### src/rtl/clk_sw_pkg.sv
// Shared types and constants for the clock-switch sequencing controller.
package clk_sw_pkg;

  typedef enum logic [2:0] {
    ST_IDLE,
    ST_OFF,
    ST_ON,
    ST_SETTLE,
    ST_ABORT
  } state_t;

  localparam logic SEL_100M = 1'b0;
  localparam logic SEL_200M = 1'b1;

endpackage

### src/rtl/clk_switch_ctrl_if.sv
// Request/status bundle between a switch requester and the clock-switch controller.
// Handshake: a request transfers on a rising clock edge where req_valid and req_ready
// are both 1; req_sel must be stable while req_valid is high. done/err are one-cycle pulses.
interface clk_switch_ctrl_if;
  logic req_valid;
  logic req_sel;
  logic req_ready;
  logic done;
  logic err;
  logic busy;
  logic cur_sel;

  modport master (
    output req_valid, req_sel,
    input  req_ready, done, err, busy, cur_sel
  );

  modport slave (
    input  req_valid, req_sel,
    output req_ready, done, err, busy, cur_sel
  );
endinterface

### src/rtl/bit_sync.sv
// STAGES-deep flop chain bringing an asynchronous level into the local clock domain.
module bit_sync #(
  parameter int STAGES = 2
) (
  input  logic clk,
  input  logic rst,
  input  logic d,
  output logic q
);

  logic [STAGES-1:0] chain;

  always_ff @(posedge clk) begin
    if (rst) begin
      chain <= '0;
    end else begin
      chain <= {chain[STAGES-2:0], d};
    end
  end

  assign q = chain[STAGES-1];

endmodule

### src/rtl/clk_switch_ctrl.sv
// Break-before-make sequencer for the 100M/200M glitch-free clock mux gate enables,
// with status-edge timeouts and a post-switch settle interval.
module clk_switch_ctrl
  import clk_sw_pkg::*;
#(
  parameter int SYNC_STAGES = 2,
  parameter int TIMEOUT     = 63,
  parameter int SETTLE      = 8
) (
  input  logic               clk100M,
  input  logic               rst,
  clk_switch_ctrl_if.slave   req,
  output logic               en_100M,
  output logic               en_200M,
  input  logic               on_100M,
  input  logic               on_200M,
  output state_t             dbg_state
);

  localparam int TMAX = (TIMEOUT > SETTLE) ? TIMEOUT : SETTLE;
  localparam int TW   = $clog2(TMAX + 1);
  localparam logic [TW-1:0] TIMEOUT_V   = TW'(TIMEOUT);
  localparam logic [TW-1:0] SETTLE_LAST = TW'((SETTLE == 0) ? 0 : SETTLE - 1);

  state_t        state;
  logic [TW-1:0] timer;
  logic          target;
  logic          s100, s200;
  logic          old_on, new_on, accept;
  logic          ready_q, done_q, err_q, busy_q, cur_q;

  bit_sync #(.STAGES(SYNC_STAGES)) u_sync_100 (
    .clk (clk100M),
    .rst (rst),
    .d   (on_100M),
    .q   (s100)
  );

  bit_sync #(.STAGES(SYNC_STAGES)) u_sync_200 (
    .clk (clk100M),
    .rst (rst),
    .d   (on_200M),
    .q   (s200)
  );

  // The source being left is always the opposite of the stored target.
  assign old_on = (target == SEL_200M) ? s100 : s200;
  assign new_on = (target == SEL_200M) ? s200 : s100;
  assign accept = (state == ST_IDLE) && req.req_valid && ready_q;

  always_ff @(posedge clk100M) begin
    if (rst) begin
      state   <= ST_IDLE;
      timer   <= '0;
      target  <= SEL_100M;
      en_100M <= 1'b1;
      en_200M <= 1'b0;
      cur_q   <= SEL_100M;
      ready_q <= 1'b1;
      busy_q  <= 1'b0;
      done_q  <= 1'b0;
      err_q   <= 1'b0;
    end else begin
      done_q  <= 1'b0;
      err_q   <= 1'b0;
      ready_q <= 1'b0;
      case (state)
        ST_IDLE: begin
          ready_q <= ~accept;
          if (accept) begin
            if (req.req_sel == cur_q) begin
              done_q <= 1'b1;
            end else begin
              target  <= req.req_sel;
              timer   <= '0;
              state   <= ST_OFF;
              busy_q  <= 1'b1;
              en_100M <= 1'b0;
              en_200M <= 1'b0;
            end
          end
        end
        ST_OFF: begin
          if (!old_on) begin
            state <= ST_ON;
            timer <= '0;
            if (target == SEL_200M) en_200M <= 1'b1;
            else                    en_100M <= 1'b1;
          end else if (timer == TIMEOUT_V) begin
            state   <= ST_ABORT;
            err_q   <= 1'b1;
            en_100M <= (target == SEL_200M);
            en_200M <= (target == SEL_100M);
          end else begin
            timer <= timer + 1'b1;
          end
        end
        ST_ON: begin
          if (new_on) begin
            state <= ST_SETTLE;
            timer <= '0;
          end else if (timer == TIMEOUT_V) begin
            state   <= ST_ABORT;
            err_q   <= 1'b1;
            en_100M <= (target == SEL_200M);
            en_200M <= (target == SEL_100M);
          end else begin
            timer <= timer + 1'b1;
          end
        end
        ST_SETTLE: begin
          // SETTLE = 0 still spends exactly one cycle here.
          if ((SETTLE == 0) || (timer == SETTLE_LAST)) begin
            state  <= ST_IDLE;
            done_q <= 1'b1;
            cur_q  <= target;
            busy_q <= 1'b0;
          end else begin
            timer <= timer + 1'b1;
          end
        end
        ST_ABORT: begin
          state  <= ST_IDLE;
          busy_q <= 1'b0;
        end
        default: begin
          state  <= ST_IDLE;
          busy_q <= 1'b0;
        end
      endcase
    end
  end

  assign req.req_ready = ready_q;
  assign req.done      = done_q;
  assign req.err       = err_q;
  assign req.busy      = busy_q;
  assign req.cur_sel   = cur_q;
  assign dbg_state     = state;

endmodule

### src/flat_wrapper.sv
// flat-port wrapper written by rule: the top's interface ports become plain ports
module clk_switch_ctrl_flat import clk_sw_pkg::*;
#(
  parameter int SYNC_STAGES = 2,
  parameter int TIMEOUT     = 63,
  parameter int SETTLE      = 8
)
  (clk100M, rst, en_100M, en_200M, on_100M, on_200M, dbg_state, req_req_valid, req_req_sel, req_req_ready, req_done, req_err, req_busy, req_cur_sel);
  clk_switch_ctrl_if req_i ();
  input  logic clk100M;
  input  logic rst;
  output logic en_100M;
  output logic en_200M;
  input  logic on_100M;
  input  logic on_200M;
  output state_t dbg_state;
  input wire logic [$bits(req_i.req_valid)-1:0] req_req_valid;
  input wire logic [$bits(req_i.req_sel)-1:0] req_req_sel;
  output wire logic [$bits(req_i.req_ready)-1:0] req_req_ready;
  output wire logic [$bits(req_i.done)-1:0] req_done;
  output wire logic [$bits(req_i.err)-1:0] req_err;
  output wire logic [$bits(req_i.busy)-1:0] req_busy;
  output wire logic [$bits(req_i.cur_sel)-1:0] req_cur_sel;
  assign req_i.req_valid = req_req_valid;
  assign req_i.req_sel = req_req_sel;
  assign req_req_ready = req_i.req_ready;
  assign req_done = req_i.done;
  assign req_err = req_i.err;
  assign req_busy = req_i.busy;
  assign req_cur_sel = req_i.cur_sel;
  clk_switch_ctrl #(.SYNC_STAGES(SYNC_STAGES), .TIMEOUT(TIMEOUT), .SETTLE(SETTLE)) u_core (.clk100M(clk100M), .rst(rst), .req(req_i), .en_100M(en_100M), .en_200M(en_200M), .on_100M(on_100M), .on_200M(on_200M), .dbg_state(dbg_state));
endmodule
### config.mk
export PLATFORM = sky130hd
export DESIGN_NAME = clk_switch_ctrl_flat
export DESIGN_NICKNAME = d
export VERILOG_FILES = /design/src/rtl/clk_sw_pkg.sv /design/src/rtl/clk_switch_ctrl_if.sv /design/src/rtl/bit_sync.sv /design/src/rtl/clk_switch_ctrl.sv /design/src/flat_wrapper.sv
export SDC_FILE = /design/constraint.sdc
export NUM_CORES = 1
export LEC_CHECK = 0
export ABC_AREA = 1
export BUFFER_PORTS_ARGS = -buffer_cell sky130_fd_sc_hd__buf_2
export CAP_MARGIN = 20
export CORE_AREA = 2 2 48 50
export CTS_CLUSTER_DIAMETER = 200
export DETAILED_ROUTE_END_ITERATION = 12
export DIE_AREA = 0 0 50 52
export GPL_TIMING_DRIVEN = 0
export PLACE_DENSITY_LB_ADDON = 0.3
export SLEW_MARGIN = 20
export SYNTH_ARGS = -nofsm -noshare
export SYNTH_HDL_FRONTEND = slang
export SYNTH_SLANG_ARGS = --single-unit
### constraint.sdc
create_clock -name clk100M -period 3.7 [get_ports clk100M]
set_clock_uncertainty 0.1 [all_clocks]
set_input_delay 0.925 -clock clk100M [delete_from_list [all_inputs] [get_ports clk100M]]
set_output_delay 0.925 -clock clk100M [all_outputs]
set_load 0.01 [all_outputs]
==> results_dict.tcl, run 1 <==
set metrics [dict create \
    fmax_mhz 512 \
    slowest_delay_ns 0.45 \
    worst_hold_slack_ns 0.314 \
    die_area_um2 2600 \
    post-route-period-util 0.528 \
    first_iter_violations 28 \
    antenna_found_initial 0 \
    die_y_um 52 \
    grt-ovfl-total 0 \
    ff_latch_area_um2 420 \
    post_synth_and_or_nand_nor_area_fraction 0.374 \
    cp_data_required_time_ns 2.67 \
    routed_via_density 4.98 \
    synth_area_um2 1090 \
    synthMuxAreaShare 0 \
    io_buffers 14 \
    cts_sinks 21 \
    synthCells 168 \
    min_period_ns 1.95 \
    crit_buf_inv 1 \
    drive_gt1_frac 0.134 \
    io_pins 16 \
    grt_pass1_vias 1020 \
    synth_cell_types 23 \
    postRouteWirelength_um 2450 \
    yosysWarnings 0 \
    cts_root_buf "clkbuf_4" \
    synth_top_family_by_area "simple AND/OR/NAND/NOR gates" \
    synth_xor_area_frac 0.0323 \
    cts_made_buffers 3 \
    wl_per_cell_um 11.4 \
    place_congestion 0.885 \
    pwr-share-seq 0.448 \
    clkPwrFrac 0.182 \
    status "finished, final reports clean" \
    drtPass1Iterations 4 \
    grt_pass1_wl_um 4200 \
    swShare 0.394 \
    synthAdderAreaFrac 0.0115 \
    power.density_nw_per_um2 507 \
    avgSynthCellArea_um2 6.46 \
    path_delay_family "flip-flops" \
    final_cell_mix "nand2_1 (52), nor2_1 (25), inv_1 (23)" \
    worst_pin_slew_ns 0.471 \
    design.core.area_um2 2110 \
    tritoncts "built" \
    initial_core_util 0.516 \
    final_critical_path_setup_slack_ns 1.75 \
    grt_usage 0.218 \
    hold_viol_final 0 \
    nFillCells 198 \
    ys_seq_area_frac 0.387 \
    layout_commonest_cell "nand2_1" \
    max_cap_violations 0 \
    num_vias 1065 \
    diodes 0 \
    grt_setup_unrepaired "no" \
    fin_tns_setup_ns 0 \
    fin_nets 194 \
    comb_power_share 0.370 \
    ys_ff_latch 21 \
    synthesis.nets 175 \
    final_area_um2 1220 \
    rows 17 \
    dp_slack_ns 1.56 \
    p_leak_nw 0.628 \
    finalSetupViolations 0 \
    dp_hpwl_um 1860 \
    drc_errors 0 \
    ctsLongestPathBuffers 2 \
    internal-power_w 0.000373 \
    crit_path_end_kind "primary output" \
    multi_input_area_um2 564 \
    synth_compound_area_frac 0.101 \
    drtAntennaViolNets 0 \
    slew_violations 0 \
    maxSlewHeadroom 0.686 \
    crit_type "reg -> out" \
    cpMaxStageDelayCell "dfxtp_1" \
    grt_max_degree 12 \
    areaGrowthSynthToFinish_pct 12.1 \
    path_max_fanout 7 \
    peakVddDrop_v 0.000353 \
    worstSkewPairLatency_ns 0.31 \
    finalPower_w 0.000617 \
    fp.dieW_um 50 \
    cts_setup_buffers 0 \
    crit_chain "buf_2" \
    placedInstanceArea_um2 1190 \
    cts.htree.levels 1 \
    cts_resized 0 \
    hold_buffers 0 \
    arrival_ns 0.93 \
    cp-start-kind "register" \
    netSwitchingPower_w 0.000243 \
    clk_pin_slew_ns 0.12 \
    min_path_type "reg -> reg" \
]
## through the flow
stage / cells / util
floorplan: 168 / -
global placement: 210 / 0.566
detailed placement: 210 / 0.566
CTS: 214 / 0.578
global route: 214 / 0.578
finish: 214 / 0.578
## power by group through the flow
stage	logic, W	clock network, W	registers (W)
2_1_floorplan	0.000156	0	0.000289
3_3_place_gp	0.000220	0	0.000280
3_5_place_dp	0.000225	0	0.000282
4_1_cts	0.000229	0.000115	0.000276
5_1_grt	0.000262	0.000125	0.000280
6_report	0.000228	0.000112	0.000276
## synthesized netlist by cell type, drive strengths merged
| cell type | count | area (µm²) |
|---|---|---|
| a21oi | 10 | 50.1 |
| a41oi | 1 | 8.76 |
| buf | 1 | 7.51 |
| clkbuf | 1 | 3.75 |
| dfxtp | 21 | 420 |
| ha | 1 | 12.5 |
| inv | 24 | 90.1 |
| nand2 | 55 | 219 |
| nand3 | 11 | 60.1 |
| nand4 | 1 | 6.26 |
| nor2 | 26 | 100 |
| nor3 | 2 | 21.3 |
| o21ai | 9 | 45.0 |
| o22ai | 1 | 6.26 |
| xnor2 | 1 | 8.76 |
| xor2 | 3 | 26.3 |
## cell families (layout without fill, tap and decap cells)
logic type / Yosys count / in the layout
fa+ha+maj: 1 / 1
flops: 21 / 21
xor+xnor: 4 / 4
simple gates: 95 / 95
compound gates: 21 / 21
buf+inv: 26 / 44
## final timing paths
kind	from	to	slack, ns	depth (start not counted)
worst min-delay path	u_core.u_sync_200.chain[0]	u_core.u_sync_200.chain[1]	0.31	2
worst min register to register	u_core.u_sync_200.chain[0]	u_core.u_sync_200.chain[1]	0.31	2
worst max register to register	u_core.timer[0]	u_core.timer[5]	1.86	9
worst max-delay path	u_core.dbg_state[0]	dbg_state[0]	1.75	1
## routing by layer
layer / up-vias / routed length [µm] / GRT usage / part of all wire
met5: - / 0 / 0 / 0
met4: 0 / 54 / 0.125 / 0.022
met3: 7 / 86 / 0.0431 / 0.035
met2: 20 / 1250 / 0.375 / 0.51
met1: 479 / 1060 / 0.253 / 0.43
li1: 559 / - / - / -
## final cells by class
type / count / share of cell area
buffer: 2 / 0.00925
clock buffer: 4 / 0.0216
inverter: 24 / 0.0740
multi-input combinational: 121 / 0.464
sequential: 21 / 0.345
tap: 28 / 0.0288
timing repair buffer: 14 / 0.0576
## sequential cells by signal, summed over array words and instances (netlist names)
register	flops
u_core.req.err	1
u_core.timer	6
u_core.req.cur_sel	1
u_core.target	1
u_core.req.busy	1
u_core.en_100M	1
u_core.u_sync_100.chain	2
u_core.dbg_state	3
u_core.en_200M	1
u_core.u_sync_200.chain	2
u_core.req.req_ready	1
u_core.req.done	1
No activity file was read; power rests on OpenSTA's default activity.
==> run 2, diff against run 1 <==
ABC_AREA = 0   (was 1)
CORE_AREA = 2 2 52 54   (was 2 2 48 50)
DIE_AREA = 0 0 54 56   (was 0 0 50 52)
clock period = 2 ns   (was 3.7 ns; I/O delays follow)
==> results_dict.tcl, run 2 <==
set metrics [dict create \
    drtPass1Iterations 4 \
    yosys.cell_count.top_type "dfxtp_1" \
    yosysTopAreaCellShare 0.323 \
    fin_cells 207 \
    met1_usage 0.350 \
    ctsLongestPathBuffers 2 \
    cts_root_buf "clkbuf_4" \
    fmax_mhz 536 \
    drive_gt1_frac 0.215 \
    tritoncts "built" \
    grt_pass1_wl_um 5510 \
    hold_buffers 0 \
    grt_util_met2 0.354 \
    nFillCells 232 \
    die_area_um2 3020 \
    cp_data_required_time_ns 2.16 \
    min_period_ns 1.86 \
    dp_hpwl_um 2340 \
    largest-register "u_core.timer" \
    post-route-period-util 0.932 \
    swShare 0.418 \
    grt_max_degree 12 \
    fp.dieW_um 54 \
    place_congestion 0.942 \
    synth_area_um2 1300 \
    routed_via_density 6.33 \
    max_cap_violations 0 \
    io_buffers 14 \
    yosysWarnings 0 \
    synth_cell_types 53 \
    hold_viol_final 0 \
    avgSynthCellArea_um2 8.18 \
    grt_usage 0.237 \
    io_pins 16 \
    synth_ff_type "dfxtp_1" \
    yosysTopAreaCell "dfxtp_1" \
    placedInstanceArea_um2 1410 \
    grt_setup_unrepaired "no" \
    ys_ff_latch 21 \
    rows 18 \
    drtAntennaViolNets 0 \
    grt_pass1_vias 1160 \
    ys_seq_area_frac 0.323 \
    largest_reg_flops 6 \
    initial_core_util 0.534 \
    areaGrowthSynthToFinish_pct 12.0 \
    final_area_um2 1460 \
    final_cell_mix "dfxtp_1 (21), nand2_1 (17), buf_2 (16)" \
    min_path_type "in -> reg" \
    cts_setup_buffers 0 \
    grt_use_met3 0.0296 \
    status "finished, final reports clean" \
    worst_pin_slew_ns 0.470 \
    arrival_ns 2.02 \
    slew_violations 0 \
    p_leak_nw 0.512 \
    power.density_nw_per_um2 1040 \
    wl_per_cell_um 15.8 \
    yosys-top-cells-count "dfxtp_1 (21), nand2_1 (17), a21oi_1 (14), nor2_1 (10)" \
    clk_pin_slew_ns 0.11 \
    synth_edf_count 0 \
    internal-power_w 0.000885 \
    maxSlewHeadroom 0.687 \
    crit_type "reg -> reg" \
    grt-ovfl-total 0 \
    finalSetupViolations 0 \
    first_iter_violations 74 \
    grt.busiest_layer "met2" \
    design.core.area_um2 2430 \
    crit_path_end_kind "register" \
    antenna_found_initial 0 \
    layout_commonest_cell "dfxtp_1" \
    dpl.cell_count 203 \
    cp-start-kind "register" \
    comb_power_share 0.502 \
    netSwitchingPower_w 0.000636 \
    cts_made_buffers 3 \
    pwr-share-seq 0.363 \
    fin_tns_setup_ns 0 \
    diodes 0 \
    cts.htree.levels 1 \
    ys_async_sr_fraction 0 \
    synthCells 159 \
    die_y_um 56 \
    clkPwrFrac 0.135 \
    fin_nets 185 \
    peakVddDrop_v 0.000717 \
    synthesis.nets 166 \
    path_max_fanout 8 \
    yosys-top-cells-area "dfxtp_1 (32%), a21oi_1 (5.4%), nand2_1 (4.9%), nand2b_1 (2.9%), nor2_1 (2.9%)" \
    cts_sinks 21 \
    worstSkewPairLatency_ns 0.30 \
    postRouteWirelength_um 3280 \
    drc_errors 0 \
    num_vias 1310 \
]
[run 2: per-stage QoR]
stage | setup WS [ns] | total power (W) | hold slack [ns] | util
finish | 0.135 | 0.00152 | 0.297 | 0.599
global route | 0.0298 | 0.00164 | 0.314 | 0.599
CTS | 0.0183 | 0.00150 | 0.296 | 0.591
detailed placement | 0.00923 | 0.00129 | 0.328 | 0.579
global placement | 0.0250 | 0.00127 | 0.317 | 0.579
floorplan | 0.289 | 0.00111 | 0.314 | -
[run 2: metal layers]
layer  up-vias  wire length [µm]  share of wire
met1       605              1500           0.46
met2        72              1450           0.44
li1        624                 -              -
met3         9               258          0.079
met4         0                66          0.020
met5         -                 0              0
[run 2: path summary, 6_finish.rpt]
| path | from | to | slack, ns | cells after the start |
|---|---|---|---|---|
| setup / recovery | u_core.timer[0] | u_core.timer[0] | 0.14 | 6 |
| hold / removal | on_100M | u_core.u_sync_100.chain[0] | 0.30 | 2 |
| setup reg to reg | u_core.timer[0] | u_core.timer[0] | 0.14 | 6 |
| hold reg to reg | u_core.u_sync_100.chain[0] | u_core.u_sync_100.chain[1] | 0.36 | 1 |
[run 2: repair_timing]
action,CTS,global route
resized for setup,1,4
pin swaps,0,0
endpoints found under the setup margin,2,4
[run 2: power groups by stage]
stage | logic [W] | registers, W | clock network [W]
finish | 0.000764 | 0.000552 | 0.000206
global route | 0.000855 | 0.000561 | 0.000226
CTS | 0.000739 | 0.000545 | 0.000214
detailed placement | 0.000735 | 0.000553 | 0
global placement | 0.000719 | 0.000549 | 0
floorplan | 0.000539 | 0.000570 | 0
[run 2: critical path: stages, from the launching register on]
cell,delay (ns)
dfxtp_1,0.46
ha_4,0.22
nand3_1,0.14
nor2_2,0.21
nand4_2,0.23
a31oi_2,0.29
a22o_1,0.16
[run 2: layout make-up]
cell class / count / area [µm²] / area share
clock buffers: 4 / 26.3 / 0.0180
plain buffers: 10 / 58.8 / 0.0404
inverters: 7 / 26.3 / 0.0180
flip-flops and latches: 21 / 420 / 0.289
repair buffers: 14 / 70.1 / 0.0481
well taps: 30 / 37.5 / 0.0258
multi-input cells: 121 / 817 / 0.561
[run 2: cell families (layout without fill, tap and decap cells)]
| group | count (synthesis) | after routing | synth area share |
|---|---|---|---|
| xor+xnor | 1 | 1 | 0.00674 |
| fa+ha+maj | 1 | 1 | 0.00962 |
| compound gates | 56 | 56 | 0.325 |
| flops | 21 | 21 | 0.323 |
| simple gates | 63 | 63 | 0.270 |
| buf+inv | 17 | 35 | 0.0654 |
==> run 3, diff against run 2 <==
--- a/config.mk
+++ b/config.mk
@@ -14,5 +14,5 @@
 export DIE_AREA = 0 0 54 56
 export GPL_TIMING_DRIVEN = 0
-export PLACE_DENSITY_LB_ADDON = 0.3
+export PLACE_DENSITY_LB_ADDON = 0.1
 export SLEW_MARGIN = 20
 export SYNTH_ARGS = -nofsm -noshare
==> constraint.sdc (replaced) <==
create_clock -name clk100M -period 2.18 [get_ports clk100M]
set_clock_uncertainty 0.1 [all_clocks]
set_input_delay 0 -clock clk100M [delete_from_list [all_inputs] [get_ports clk100M]]
set_output_delay 0 -clock clk100M [all_outputs]
set_load 0.01 [all_outputs]
==> results_dict.tcl, run 3 (synthesized netlist as in run 2, its figures left out) <==
set metrics [dict create \
    antenna_found_initial 0 \
    maxSlewHeadroom 0.615 \
    grt_pass1_wl_um 5800 \
    hold_viol_final 0 \
    r2r-end "u_core.dbg_state[0]" \
    slew_violations 0 \
    fmax_mhz 504 \
    diodes 0 \
    p_leak_nw 0.529 \
    drtAntennaViolNets 0 \
    path_max_fanout 8 \
    dp_hpwl_um 2400 \
    first_iter_violations 49 \
    grt_usage 0.249 \
    io_buffers 14 \
    finalPower_w 0.00139 \
    place_congestion 0.846 \
    crit_end "u_core.dbg_state[0]" \
    drive_gt1_frac 0.200 \
    cp.depth 6 \
    tritoncts "built" \
    initial_core_util 0.534 \
    grt_setup_unrepaired "no" \
    drtPass1Iterations 4 \
    final_cell_mix "dfxtp_1 (21), nand2_1 (17), buf_2 (16)" \
    fin_util 0.602 \
    fin_nets 188 \
    cts.htree.levels 1 \
    cts_root_buf "clkbuf_4" \
    worstSkewPairLatency_ns 0.31 \
    cts_made_buffers 3 \
    routed_via_density 6.37 \
    setup.worst_path.start "u_core.timer[0]" \
    power.density_nw_per_um2 951 \
    wl_per_cell_um 15.8 \
    r2r_setup_slack_ns 0.20 \
    peakVddDrop_v 0.000709 \
    r2r-start "u_core.timer[0]" \
    rows 18 \
    grt-ovfl-total 0 \
    die_y_um 56 \
    cp-start-kind "register" \
    crit_chain "ha_1 > nand3_1 > or2_1 > a311o_1 > nand3_1 > a21oi_1" \
    areaGrowthSynthToFinish_pct 12.7 \
    ctsLongestPathBuffers 2 \
    num_vias 1338 \
    nFillCells 229 \
    layout_commonest_cell "dfxtp_1" \
    cp_data_required_time_ns 2.29 \
    fp.dieW_um 54 \
    crit_type "reg -> reg" \
    ff2ff_path_depth 6 \
    cpMaxStageDelayCell "dfxtp_1" \
    cts_sinks 21 \
    placedInstanceArea_um2 1410 \
    largest-register "u_core.timer" \
    crit_top_cell "nand3_1" \
    grt_max_degree 13 \
    finalSetupViolations 0 \
    post-route-period-util 0.910 \
    io_pins 16 \
    slowest_delay_ns 0.41 \
    cts_setup_buffers 0 \
    largest_reg_flops 6 \
    clk_pin_slew_ns 0.13 \
    multi_input_area_um2 795 \
    min_path_type "in -> reg" \
    worst_pin_slew_ns 0.563 \
    max_cap_violations 0 \
    fin_tns_setup_ns 0 \
    postRouteWirelength_um 3310 \
    arrival_ns 2.09 \
    grt_pass1_vias 1290 \
    crit_buf_inv 0 \
    path_delay_family "simple AND/OR/NAND/NOR gates" \
    ff_latch_area_um2 420 \
    crit_path_end_kind "register" \
    design.core.area_um2 2430 \
    status "finished, final reports clean" \
    die_area_um2 3020 \
    drc_errors 0 \
    min_period_ns 1.98 \
    final_area_um2 1470 \
]
run 3: how the worst min path moves through the flow:
stage	to	depth (start not counted)	from
after floorplan	u_core.u_sync_100.chain[0]	1	on_100M
after global placement	u_core.u_sync_200.chain[0]	2	on_200M
after detailed placement	u_core.u_sync_200.chain[0]	2	on_200M
after CTS	u_core.req.req_ready	3	req_req_valid
final	u_core.req.req_ready	3	req_req_valid
after global routing	u_core.req.req_ready	3	req_req_valid
run 3: per-stage QoR:
stage	hold slack [ns]	setup slack (ns)	std cells
floorplan	0.0282	0.469	159
global placement	0.109	0.259	203
detailed placement	0.127	0.251	203
CTS	0.0180	0.220	210
global route	0.0363	0.0158	210
finish	0.0252	0.196	210
run 3: layer usage:
| metal | track usage | part of all wire | wire length (µm) | up-vias |
|---|---|---|---|---|
| li1 | - | - | - | 638 |
| met1 | 0.352 | 0.45 | 1500 | 639 |
| met2 | 0.389 | 0.48 | 1580 | 55 |
| met3 | 0.0269 | 0.055 | 181 | 6 |
| met4 | 0.0821 | 0.016 | 53 | 0 |
| met5 | 0 | 0 | 0 | - |
run 3: cell type report:
| class | count | share of cell area |
|---|---|---|
| inverters | 7 | 0.0179 |
| flip-flops and latches | 21 | 0.287 |
| repair buffers | 17 | 0.0683 |
| clock inverters | 1 | 0.00342 |
| plain buffers | 10 | 0.0401 |
| well taps | 30 | 0.0256 |
| clock buffers | 3 | 0.0154 |
| multi-input cells | 121 | 0.542 |
run 3: timing repair:
| item | 4_1_cts | 5_1_grt |
|---|---|---|
| endpoints found under the hold margin | 4 | 0 |
| hold buffers | 3 | 0 |
| resized for setup | 0 | 0 |
run 3: power breakdown:
group,switching (W),leakage [nW],total (W),internal (W)
logic,0.000405,0.339,0.000695,0.000290
clock network,0.000130,0.0177,0.000199,0.0000687
registers,0.0000531,0.172,0.000500,0.000447
run 3: worst min-delay path, delay by kind of cell:
| kind | cells | cell delay [ns] |
|---|---|---|
| buffers and inverters | 1 | 0.10 |
| AND/OR/NAND/NOR | 1 | 0.14 |
| AO/OA/AOI/OAI | 1 | 0.18 |
